$ cat config.mk
export PLATFORM = sky130hd
export DESIGN_NAME = ha_bist
export DESIGN_NICKNAME = d
export VERILOG_FILES = /design/src/rtl/bist_pkg.sv /design/src/rtl/lfsr_gen.sv /design/src/rtl/ha_bist.sv
export SDC_FILE = /design/constraint.sdc
export NUM_CORES = 1
export LEC_CHECK = 0
export BUFFER_PORTS_ARGS = -buffer_cell sky130_fd_sc_hd__buf_2
export CAP_MARGIN = 20
export CORE_UTILIZATION = 35
export CTS_CLUSTER_DIAMETER = 30
export DETAILED_ROUTE_END_ITERATION = 10
export GPL_TIMING_DRIVEN = 0
export PLACE_DENSITY = 0.61
export SLEW_MARGIN = 30
export SYNTH_ARGS = -nofsm -noshare
export SYNTH_HDL_FRONTEND = slang
export SYNTH_SLANG_ARGS = --single-unit
$ cat constraint.sdc
create_clock -name clk -period 2.3 [get_ports clk]
set_input_delay 0.46 -clock clk [delete_from_list [all_inputs] [get_ports clk]]
set_output_delay 0.46 -clock clk [all_outputs]
set_load 0.05 [all_outputs]
$ cat src/rtl/bist_pkg.sv
// ----------------------------------------------------------------------------
// bist_pkg
// Shared definitions for the half-adder BIST controller (ha_bist) and its
// pattern generator (lfsr_gen).
//   state_t  : controller FSM states
//   LFSR_TAPS: Fibonacci feedback mask for x^8+x^6+x^5+x^4+1
//   MISR_TAPS: MISR feedback mask (bits MSB, 5, 4, 3)
//   EXH_AB   : exhaustive stimulus, packed as {a,b}
//   EXH_SC   : golden half-adder response, packed as {s,c}
// ----------------------------------------------------------------------------
package bist_pkg;

    typedef enum logic [1:0] {
        ST_IDLE = 2'd0,
        ST_RUN  = 2'd1,
        ST_EXH  = 2'd2,
        ST_DONE = 2'd3
    } state_t;

    localparam logic [7:0] LFSR_TAPS = 8'hB8;
    localparam logic [7:0] MISR_TAPS = 8'hB8;

    localparam logic [1:0] EXH_AB [4] = '{2'b00, 2'b01, 2'b10, 2'b11};
    localparam logic [1:0] EXH_SC [4] = '{2'b00, 2'b10, 2'b10, 2'b01};

endpackage

$ cat src/rtl/lfsr_gen.sv
// ----------------------------------------------------------------------------
// lfsr_gen
// Fibonacci LFSR test-pattern source. Shifts left; the new bit0 is the parity
// of the tapped bits.
// Ports:
//   clk     in   clock
//   rst_n   in   synchronous active-low reset (register returns to SEED)
//   load    in   load SEED
//   advance in   step the register once
//   nxt_lo  out  low two bits of the value after the next step, so the
//                caller can register them in the same cycle the LFSR moves
// ----------------------------------------------------------------------------
module lfsr_gen
    import bist_pkg::*;
#(
    parameter int           W    = 8,
    parameter logic [W-1:0] TAPS = W'(LFSR_TAPS),
    parameter logic [W-1:0] SEED = W'(1)
) (
    input  logic       clk,
    input  logic       rst_n,
    input  logic       load,
    input  logic       advance,
    output logic [1:0] nxt_lo
);

    logic [W-1:0] q;
    logic [W-1:0] q_nxt;

    assign q_nxt  = {q[W-2:0], ^(q & TAPS)};
    assign nxt_lo = q_nxt[1:0];

    always_ff @(posedge clk) begin
        if (!rst_n) begin
            q <= SEED;
        end else if (load) begin
            q <= SEED;
        end else if (advance) begin
            q <= q_nxt;
        end
    end

endmodule

$ cat src/rtl/ha_bist.sv
// ----------------------------------------------------------------------------
// ha_bist
// BIST controller for the half-adder cell: an LFSR drives the cell inputs, a
// MISR compacts the cell outputs, and the final signature is compared with
// GOLDEN. Define HA_BIST_EXHAUSTIVE_EN to add a 4-pattern exhaustive check
// after the pseudo-random phase.
// Ports:
//   clk        in   clock
//   rst_n      in   synchronous active-low reset
//   start      in   one-cycle run request, ignored while busy
//   dut_s      in   sum from the cell under test
//   dut_c      in   carry from the cell under test
//   tpg_a      out  registered pattern bit to cell input a
//   tpg_b      out  registered pattern bit to cell input b
//   busy       out  run in progress (through the done cycle)
//   done       out  one-cycle result-valid pulse
//   pass       out  result of the last run
//   signature  out  final MISR value of the last run
//
// state | meaning
// IDLE  | waiting for start, pattern outputs held at 0
// RUN   | PATTERNS pseudo-random cycles, MISR compacting responses
// EXH   | 4 exhaustive patterns checked directly, MISR frozen
// DONE  | result registered, done pulse, back to IDLE
// ----------------------------------------------------------------------------
module ha_bist
    import bist_pkg::*;
#(
    parameter int                LFSR_W   = 8,
    parameter logic [LFSR_W-1:0] SEED     = 8'h01,
    parameter int                PATTERNS = 255,
    parameter int                MISR_W   = 8,
    parameter logic [MISR_W-1:0] GOLDEN   = 8'h00
) (
    input  logic              clk,
    input  logic              rst_n,
    input  logic              start,
    input  logic              dut_s,
    input  logic              dut_c,
    output logic              tpg_a,
    output logic              tpg_b,
    output logic              busy,
    output logic              done,
    output logic              pass,
    output logic [MISR_W-1:0] signature
);

    state_t              state;
    logic [LFSR_W-1:0]   cnt;
    logic [MISR_W-1:0]   misr;
    logic [MISR_W-1:0]   misr_next;
    logic                misr_fb;
    logic [1:0]          lfsr_nxt;
    logic                lfsr_load;
    logic                lfsr_adv;

    assign lfsr_load = (state == ST_IDLE) && start;
    assign lfsr_adv  = (state == ST_RUN);

    lfsr_gen #(
        .W    (LFSR_W),
        .TAPS (LFSR_W'(LFSR_TAPS)),
        .SEED (SEED)
    ) u_lfsr (
        .clk     (clk),
        .rst_n   (rst_n),
        .load    (lfsr_load),
        .advance (lfsr_adv),
        .nxt_lo  (lfsr_nxt)
    );

    // Cell is combinational, so dut_s/dut_c belong to the tpg values of this cycle.
    always_comb begin
        misr_fb   = misr[MISR_W-1] ^ (^(misr[5:0] & MISR_TAPS[5:0])) ^ dut_s;
        misr_next = {misr[MISR_W-2:1], misr[0] ^ dut_c, misr_fb};
    end

`ifdef HA_BIST_EXHAUSTIVE_EN
    logic [1:0] exh_idx;
    logic       exh_err;
    logic       exh_bad;

    assign exh_bad = ({dut_s, dut_c} != EXH_SC[exh_idx]);
`endif

    always_ff @(posedge clk) begin
        if (!rst_n) begin
            state     <= ST_IDLE;
            cnt       <= '0;
            misr      <= '0;
            tpg_a     <= 1'b0;
            tpg_b     <= 1'b0;
            busy      <= 1'b0;
            done      <= 1'b0;
            pass      <= 1'b0;
            signature <= '0;
`ifdef HA_BIST_EXHAUSTIVE_EN
            exh_idx   <= 2'd0;
            exh_err   <= 1'b0;
`endif
        end else begin
            done <= 1'b0;
            case (state)
                ST_IDLE: begin
                    if (start) begin
                        state <= ST_RUN;
                        busy  <= 1'b1;
                        pass  <= 1'b0;
                        misr  <= '0;
                        cnt   <= LFSR_W'(PATTERNS - 1);
                        tpg_a <= SEED[0];
                        tpg_b <= SEED[1];
`ifdef HA_BIST_EXHAUSTIVE_EN
                        exh_err <= 1'b0;
`endif
                    end
                end
                ST_RUN: begin
                    misr <= misr_next;
                    if (cnt == '0) begin
`ifdef HA_BIST_EXHAUSTIVE_EN
                        state   <= ST_EXH;
                        exh_idx <= 2'd0;
                        tpg_a   <= EXH_AB[0][1];
                        tpg_b   <= EXH_AB[0][0];
`else
                        state     <= ST_DONE;
                        done      <= 1'b1;
                        signature <= misr_next;
                        pass      <= (misr_next == GOLDEN);
                        tpg_a     <= 1'b0;
                        tpg_b     <= 1'b0;
`endif
                    end else begin
                        cnt   <= cnt - 1'b1;
                        tpg_a <= lfsr_nxt[0];
                        tpg_b <= lfsr_nxt[1];
                    end
                end
                ST_EXH: begin
`ifdef HA_BIST_EXHAUSTIVE_EN
                    if (exh_bad) begin
                        exh_err <= 1'b1;
                    end
                    if (exh_idx == 2'd3) begin
                        state     <= ST_DONE;
                        done      <= 1'b1;
                        signature <= misr;
                        // Include this cycle's comparison; exh_err has not caught it yet.
                        pass      <= (misr == GOLDEN) && !exh_err && !exh_bad;
                        tpg_a     <= 1'b0;
                        tpg_b     <= 1'b0;
                    end else begin
                        exh_idx <= exh_idx + 2'd1;
                        tpg_a   <= EXH_AB[exh_idx + 2'd1][1];
                        tpg_b   <= EXH_AB[exh_idx + 2'd1][0];
                    end
`else
                    state <= ST_IDLE;
`endif
                end
                ST_DONE: begin
                    state <= ST_IDLE;
                    busy  <= 1'b0;
                end
                default: state <= ST_IDLE;
            endcase
        end
    end

endmodule

==> results of run 1 <==
-- power breakdown --
part | total (W) | switching, W | internal, W
sequential | 0.000739 | 0.0000311 | 0.000708
clock | 0.000595 | 0.000243 | 0.000351
combinational | 0.000218 | 0.000142 | 0.0000762
-- state kept, by name, summed over array words and instances (netlist names) --
name	count
busy	1
cnt	8
done	1
misr	8
pass	1
signature	8
state	2
tpg_a	1
tpg_b	1
u_lfsr.q	8
-- critical path, stage by stage (launching register included) --
cell,delay (ns)
dfxtp_1,0.37
inv_1,0.09
ha_1,0.23
nor4bb_4,0.18
and3_1,0.21
buf_4,0.17
or3_1,0.34
a21oi_1,0.11
-- cell usage after synthesis, types with 3 or more instances --
master	instances
a21oi_1	20
a22oi_1	8
a31oi_1	3
buf_2	3
clkbuf_1	4
dfxtp_1	39
inv_1	5
nand2_1	37
nand3_1	3
nand4_1	3
nor2_1	22
o21ai_1	3
or3_1	3
xnor2_1	5
xor2_1	3
-- final cells by class --
class | count | area [um2]
fill | 455 | 2520
clock buffer | 6 | 82.6
buffer | 8 | 37.5
clock inverter | 2 | 35.0
multi-input combinational | 139 | 787
sequential | 39 | 781
inverter | 6 | 22.5
timing repair buffer | 16 | 80.1
tap | 52 | 65.1
-- through the flow --
stage          setup WS (ns)  instances  area, um2  hold WS, ns  total power, W
6_report               0.528        268       1890        0.452         0.00155
3_3_place_gp           0.553        260       1770        0.442        0.000970
3_5_place_dp           0.536        260       1770        0.443        0.000972
4_1_cts                0.529        268       1890        0.455         0.00156
2_1_floorplan          0.667        192       1630        0.432        0.000918
5_1_grt                0.407        268       1890        0.476         0.00162
-- logic make-up after synthesis --
logic type | Yosys count | share of synthesized area [%]
xor+xnor | 8 | 4.30
compound gates | 49 | 19.6
fa+ha+maj | 2 | 1.54
simple gates | 80 | 22.9
buf+inv | 14 | 3.69
flops | 39 | 48.0
-- worst min-delay path by stage --
stage	end	cells past startpoint
2_1_floorplan	u_lfsr.q[2]$_SDFFE_PP0P_	2
3_3_place_gp	signature[2]$_SDFFE_PN0P_	2
3_5_place_dp	signature[6]$_SDFFE_PN0P_	2
4_1_cts	signature[6]$_SDFFE_PN0P_	2
5_1_grt	signature[5]$_SDFFE_PN0P_	2
6_report	u_lfsr.q[2]$_SDFFE_PP0P_	2
-- layer usage --
metal	vias to the layer above	global-route usage [%]	routed length, um
met5	-	0	0
met1	625	21.5	1810
met3	5	4.33	177
met2	28	21.5	1460
li1	715	-	-
met4	0	5.33	44
==> flow_metrics.tcl, run 1 <==
set metrics [dict create \
    worstMarginPinSlew_ns 0.602 \
    final_core_util_pct 42.8 \
    numClockSinks 39 \
    fin_skew_ns 0.0105 \
    syn_nets 199 \
    vias_per_cell 5.12 \
    r2r_cells 7 \
    cp-end-kind "flop" \
    cts_resized 0 \
    final.setup.tns_ns 0 \
    clock_path_buffers 2 \
    dieArea_um2 4930 \
    die_h_um 70.2 \
    first_pass_iters 4 \
    mostFrequentLayoutCells "39 x dfxtp_1, 37 x nand2_1, 22 x nor2_1" \
    hold_violations 0 \
    ys_top_cells_by_area "dfxtp_1 48%, nand2_1 8.5%, a21oi_1 6.1%" \
    p_per_area_nw_per_um2 820 \
    worstSetupEndpoint "cnt[6]$_SDFFE_PN0P_" \
    drtIter0Drc 100 \
    synth_edf_count 0 \
    cts.clk_slew.worst_paths_ns 0.08 \
    seq_area_frac_synth_pct 48.0 \
    grt_max_degree 13 \
    diodes 0 \
    path_class "reg2reg" \
    avgSynthCellArea_um2 8.48 \
    wirelength_mm 3.49 \
    startpoint_type "flop" \
    synth_top_area_share_pct 48.0 \
    hold_buffers 0 \
    crit_start "cnt[0]$_SDFFE_PN0P_" \
    r2r-start "cnt[0]$_SDFFE_PN0P_" \
    die_w_um 70.2 \
    period_minus_slack_ns 1.77 \
    initial_core_util_pct 36.9 \
    grt_usage_pct 15.1 \
    fin_nets 222 \
    required_ns 2.53 \
    ant_nets 0 \
    fmax_ghz 0.564 \
    reg2reg_to "cnt[6]$_SDFFE_PN0P_" \
    synthArstFlopShare_pct 0 \
    ys_seq_elements 39 \
    final_common_cell "dfxtp_1" \
    htree_levels 2 \
    outcome "finished, final reports clean" \
    slew-limit-headroom_pct 59.8 \
    max-vdd-ir-drop_uv 385 \
    postCtsSetupRepairBufs 0 \
    max-cap-violations 0 \
    critPathArrivalTime_ns 2.00 \
    grt_overflow 0 \
    row_count 24 \
    syn_area_um2 1630 \
    ys_types 40 \
    drv_slew 0 \
    gp_congestion 0.781 \
    clkLatencyLatePin_ns 0.29 \
    leakagePower_nw 0.743 \
    io_pins 18 \
    fp.coreArea_um2 4410 \
    io_buffers 16 \
    vias 1373 \
    grt_pass1_vias 1237 \
    min-delay-start "u_lfsr.q[1]$_SDFFE_PP0P_" \
    post_drt_wl_per_cell_um 13.0 \
    syn_inst 192 \
    root_buffer "clkbuf_8" \
    ff2ff_setup_slack_ns 0.53 \
    rsz0062_at_grt "no" \
    finalCritPeriodShare_pct 77.0 \
    setup_violations 0 \
    layout-area-overhead-vs-synth_pct 16.1 \
    critPathMaxFanout 10 \
    antenna_found_initial 0 \
    numCtsBuffers 5 \
    yosysTopAreaCell "dfxtp_1" \
    grt_pass1_wl_mm 5.80 \
    yosys_warnings 0 \
    ys.flop_type "dfxtp_1" \
    drive_gt1_share_pct 15.3 \
    place_hpwl_mm 2.45 \
    route.detailed.drc 0 \
    hold_path.class "reg2reg" \
    cts_tree "done" \
]
(Power assumes the default switching activity.)
==> run 2, diff against run 1 <==
- PLACE_DENSITY: 0.61 -> 0.63
- clock period: 2.3 -> 1.5 ns (I/O delays scaled with it)
==> run 2 against run 1 <==
  * Clock power rose by 53%
  * Global-route usage up 1.3 points
  * The flow now finishes with violations (negative setup slack)
  * Sequential power grew 54%
  * Total power up 59%
  * Utilization grew 4.6 points
  * Clock skew fell by 0.0013 ns
==> flow_metrics.tcl, run 2 (same netlist as run 1, synthesis figures left out) <==
set metrics [dict create \
    outcome "finished with violations" \
    violations "negative setup slack" \
    finalCritPeriodShare_pct 105 \
    critPathMaxFanout 7 \
    hold_violations 0 \
    setup_violations 9 \
    pwr-share-comb_pct 17.1 \
    path_class "reg2reg" \
    first_pass_iters 4 \
    fin_skew_ns 0.00924 \
    numClockSinks 39 \
    wirelength_mm 3.83 \
    seqPwrFrac_pct 46.1 \
    place_hpwl_mm 2.47 \
    fin_ws_ns -0.0768 \
    vias_per_cell 5.25 \
    placed_cells 260 \
    ant_nets 0 \
    grt_overflow 0 \
    drive_gt1_share_pct 29.5 \
    grt_pass1_wl_mm 6.31 \
    fmax_ghz 0.634 \
    vias 1464 \
    root_buffer "clkbuf_8" \
    rsz0062_at_grt "yes" \
    critPathArrivalTime_ns 1.76 \
    die_w_um 70.2 \
    antenna_found_initial 0 \
    p_per_area_nw_per_um2 1180 \
    grt_max_degree 13 \
    clock_path_buffers 2 \
    layout-area-overhead-vs-synth_pct 28.6 \
    cts_tree "done" \
    initial_core_util_pct 36.9 \
    grt_usage_pct 16.4 \
    post_drt_wl_per_cell_um 13.7 \
    clkLatencyLatePin_ns 0.29 \
    final_core_util_pct 47.4 \
    path_buf_inv 2 \
    gp_congestion 0.807 \
    required_ns 1.68 \
    critPathSlowestCell "dfxtp_2" \
    cp_cell_sequence "inv_2 > ha_4 > nor4bb_4 > and3_4 > buf_8 > nor3_4 > a31o_1" \
    final_common_cell "dfxtp_1" \
    max-vdd-ir-drop_uv 630 \
    dieArea_um2 4930 \
    diodes 0 \
    swShare_pct 27.3 \
    route.detailed.drc 0 \
    drtIter0Drc 88 \
    slew-limit-headroom_pct 58.5 \
    fp.coreArea_um2 4410 \
    die_h_um 70.2 \
    mostFrequentLayoutCells "36 x dfxtp_1, 32 x nand2_1, 20 x nor2_1" \
    cp_top_family "simple AND/OR/NAND/NOR gates" \
    placed_cell_area_um2 1790 \
    switchingPower_w 0.000675 \
    hold_path.class "in2reg" \
    htree_levels 2 \
    grt_pass1_vias 1322 \
    io_buffers 16 \
    period_minus_slack_ns 1.58 \
    worstMarginPinSlew_ns 0.622 \
    fin_nets 233 \
    row_count 24 \
    design_area_um2 2090 \
    numCtsBuffers 5 \
    max-cap-violations 0 \
    fin_cells 279 \
    leakagePower_nw 0.839 \
    cts.clk_slew.worst_paths_ns 0.08 \
    drv_slew 0 \
    startpoint_type "flop" \
    p_clk_share_pct 36.8 \
    cp-end-kind "flop" \
    slowest_delay_ns 0.33 \
    io_pins 18 \
    internal_power_w 0.00180 \
]
==> run 2: power by group through the flow <==
| stage | sequential, W | clock, W | combinational (W) |
|---|---|---|---|
| floorplan | 0.00119 | 0 | 0.000229 |
| global placement | 0.00116 | 0 | 0.000340 |
| detailed placement | 0.00116 | 0 | 0.000344 |
| CTS | 0.00113 | 0.000924 | 0.000388 |
| global route | 0.00115 | 0.000967 | 0.000465 |
| finish | 0.00114 | 0.000910 | 0.000422 |
==> run 2: worst paths after layout <==
kind,cells past startpoint,end,slack (ns),from
max reg2reg,7,pass$_SDFFE_PN0P_,-0.08,cnt[0]$_SDFFE_PN0P_
min reg2reg,2,signature[4]$_SDFFE_PN0P_,0.45,signature[4]$_SDFFE_PN0P_
min,2,cnt[5]$_SDFFE_PN0P_,0.33,rst_n
max,7,pass$_SDFFE_PN0P_,-0.08,cnt[0]$_SDFFE_PN0P_
==> run 2: repair_timing <==
item                       in CTS  in global routing
hold buffers                    0                  0
setup endpoints to repair      29                 31
buffers inserted                8                  3
resized for setup               6                 21
pin swaps                       4                  6
==> run 2: routing by layer <==
metal / vias up / GRT usage (%) / share of wire (%)
met4: 0 / 8.89 / 1.8
met2: 29 / 23.3 / 45
met5: - / 0 / 0
met1: 691 / 22.5 / 50
li1: 737 / - / -
met3: 7 / 4.33 / 3.2
==> run 2: per-stage QoR <==
step | TNS [ns] | power, W | hold WS [ns] | worst slack [ns]
finish | -0.341 | 0.00247 | 0.333 | -0.0768
floorplan | 0 | 0.00142 | 0.432 | 0.00105
detailed placement | -1.16 | 0.00150 | 0.447 | -0.132
CTS | -0.368 | 0.00244 | 0.330 | -0.0759
global route | -1.29 | 0.00258 | 0.338 | -0.148
global placement | -0.518 | 0.00150 | 0.441 | -0.0990
==> run 2: cell type report <==
type	count	area [um2]
plain buffers	8	52.6
fillers	435	2320
clock buffers	6	82.6
multi-input cells	139	872
flip-flops and latches	39	785
inverters	6	22.5
repair buffers	27	179
well taps	52	65.1
clock inverters	2	35.0
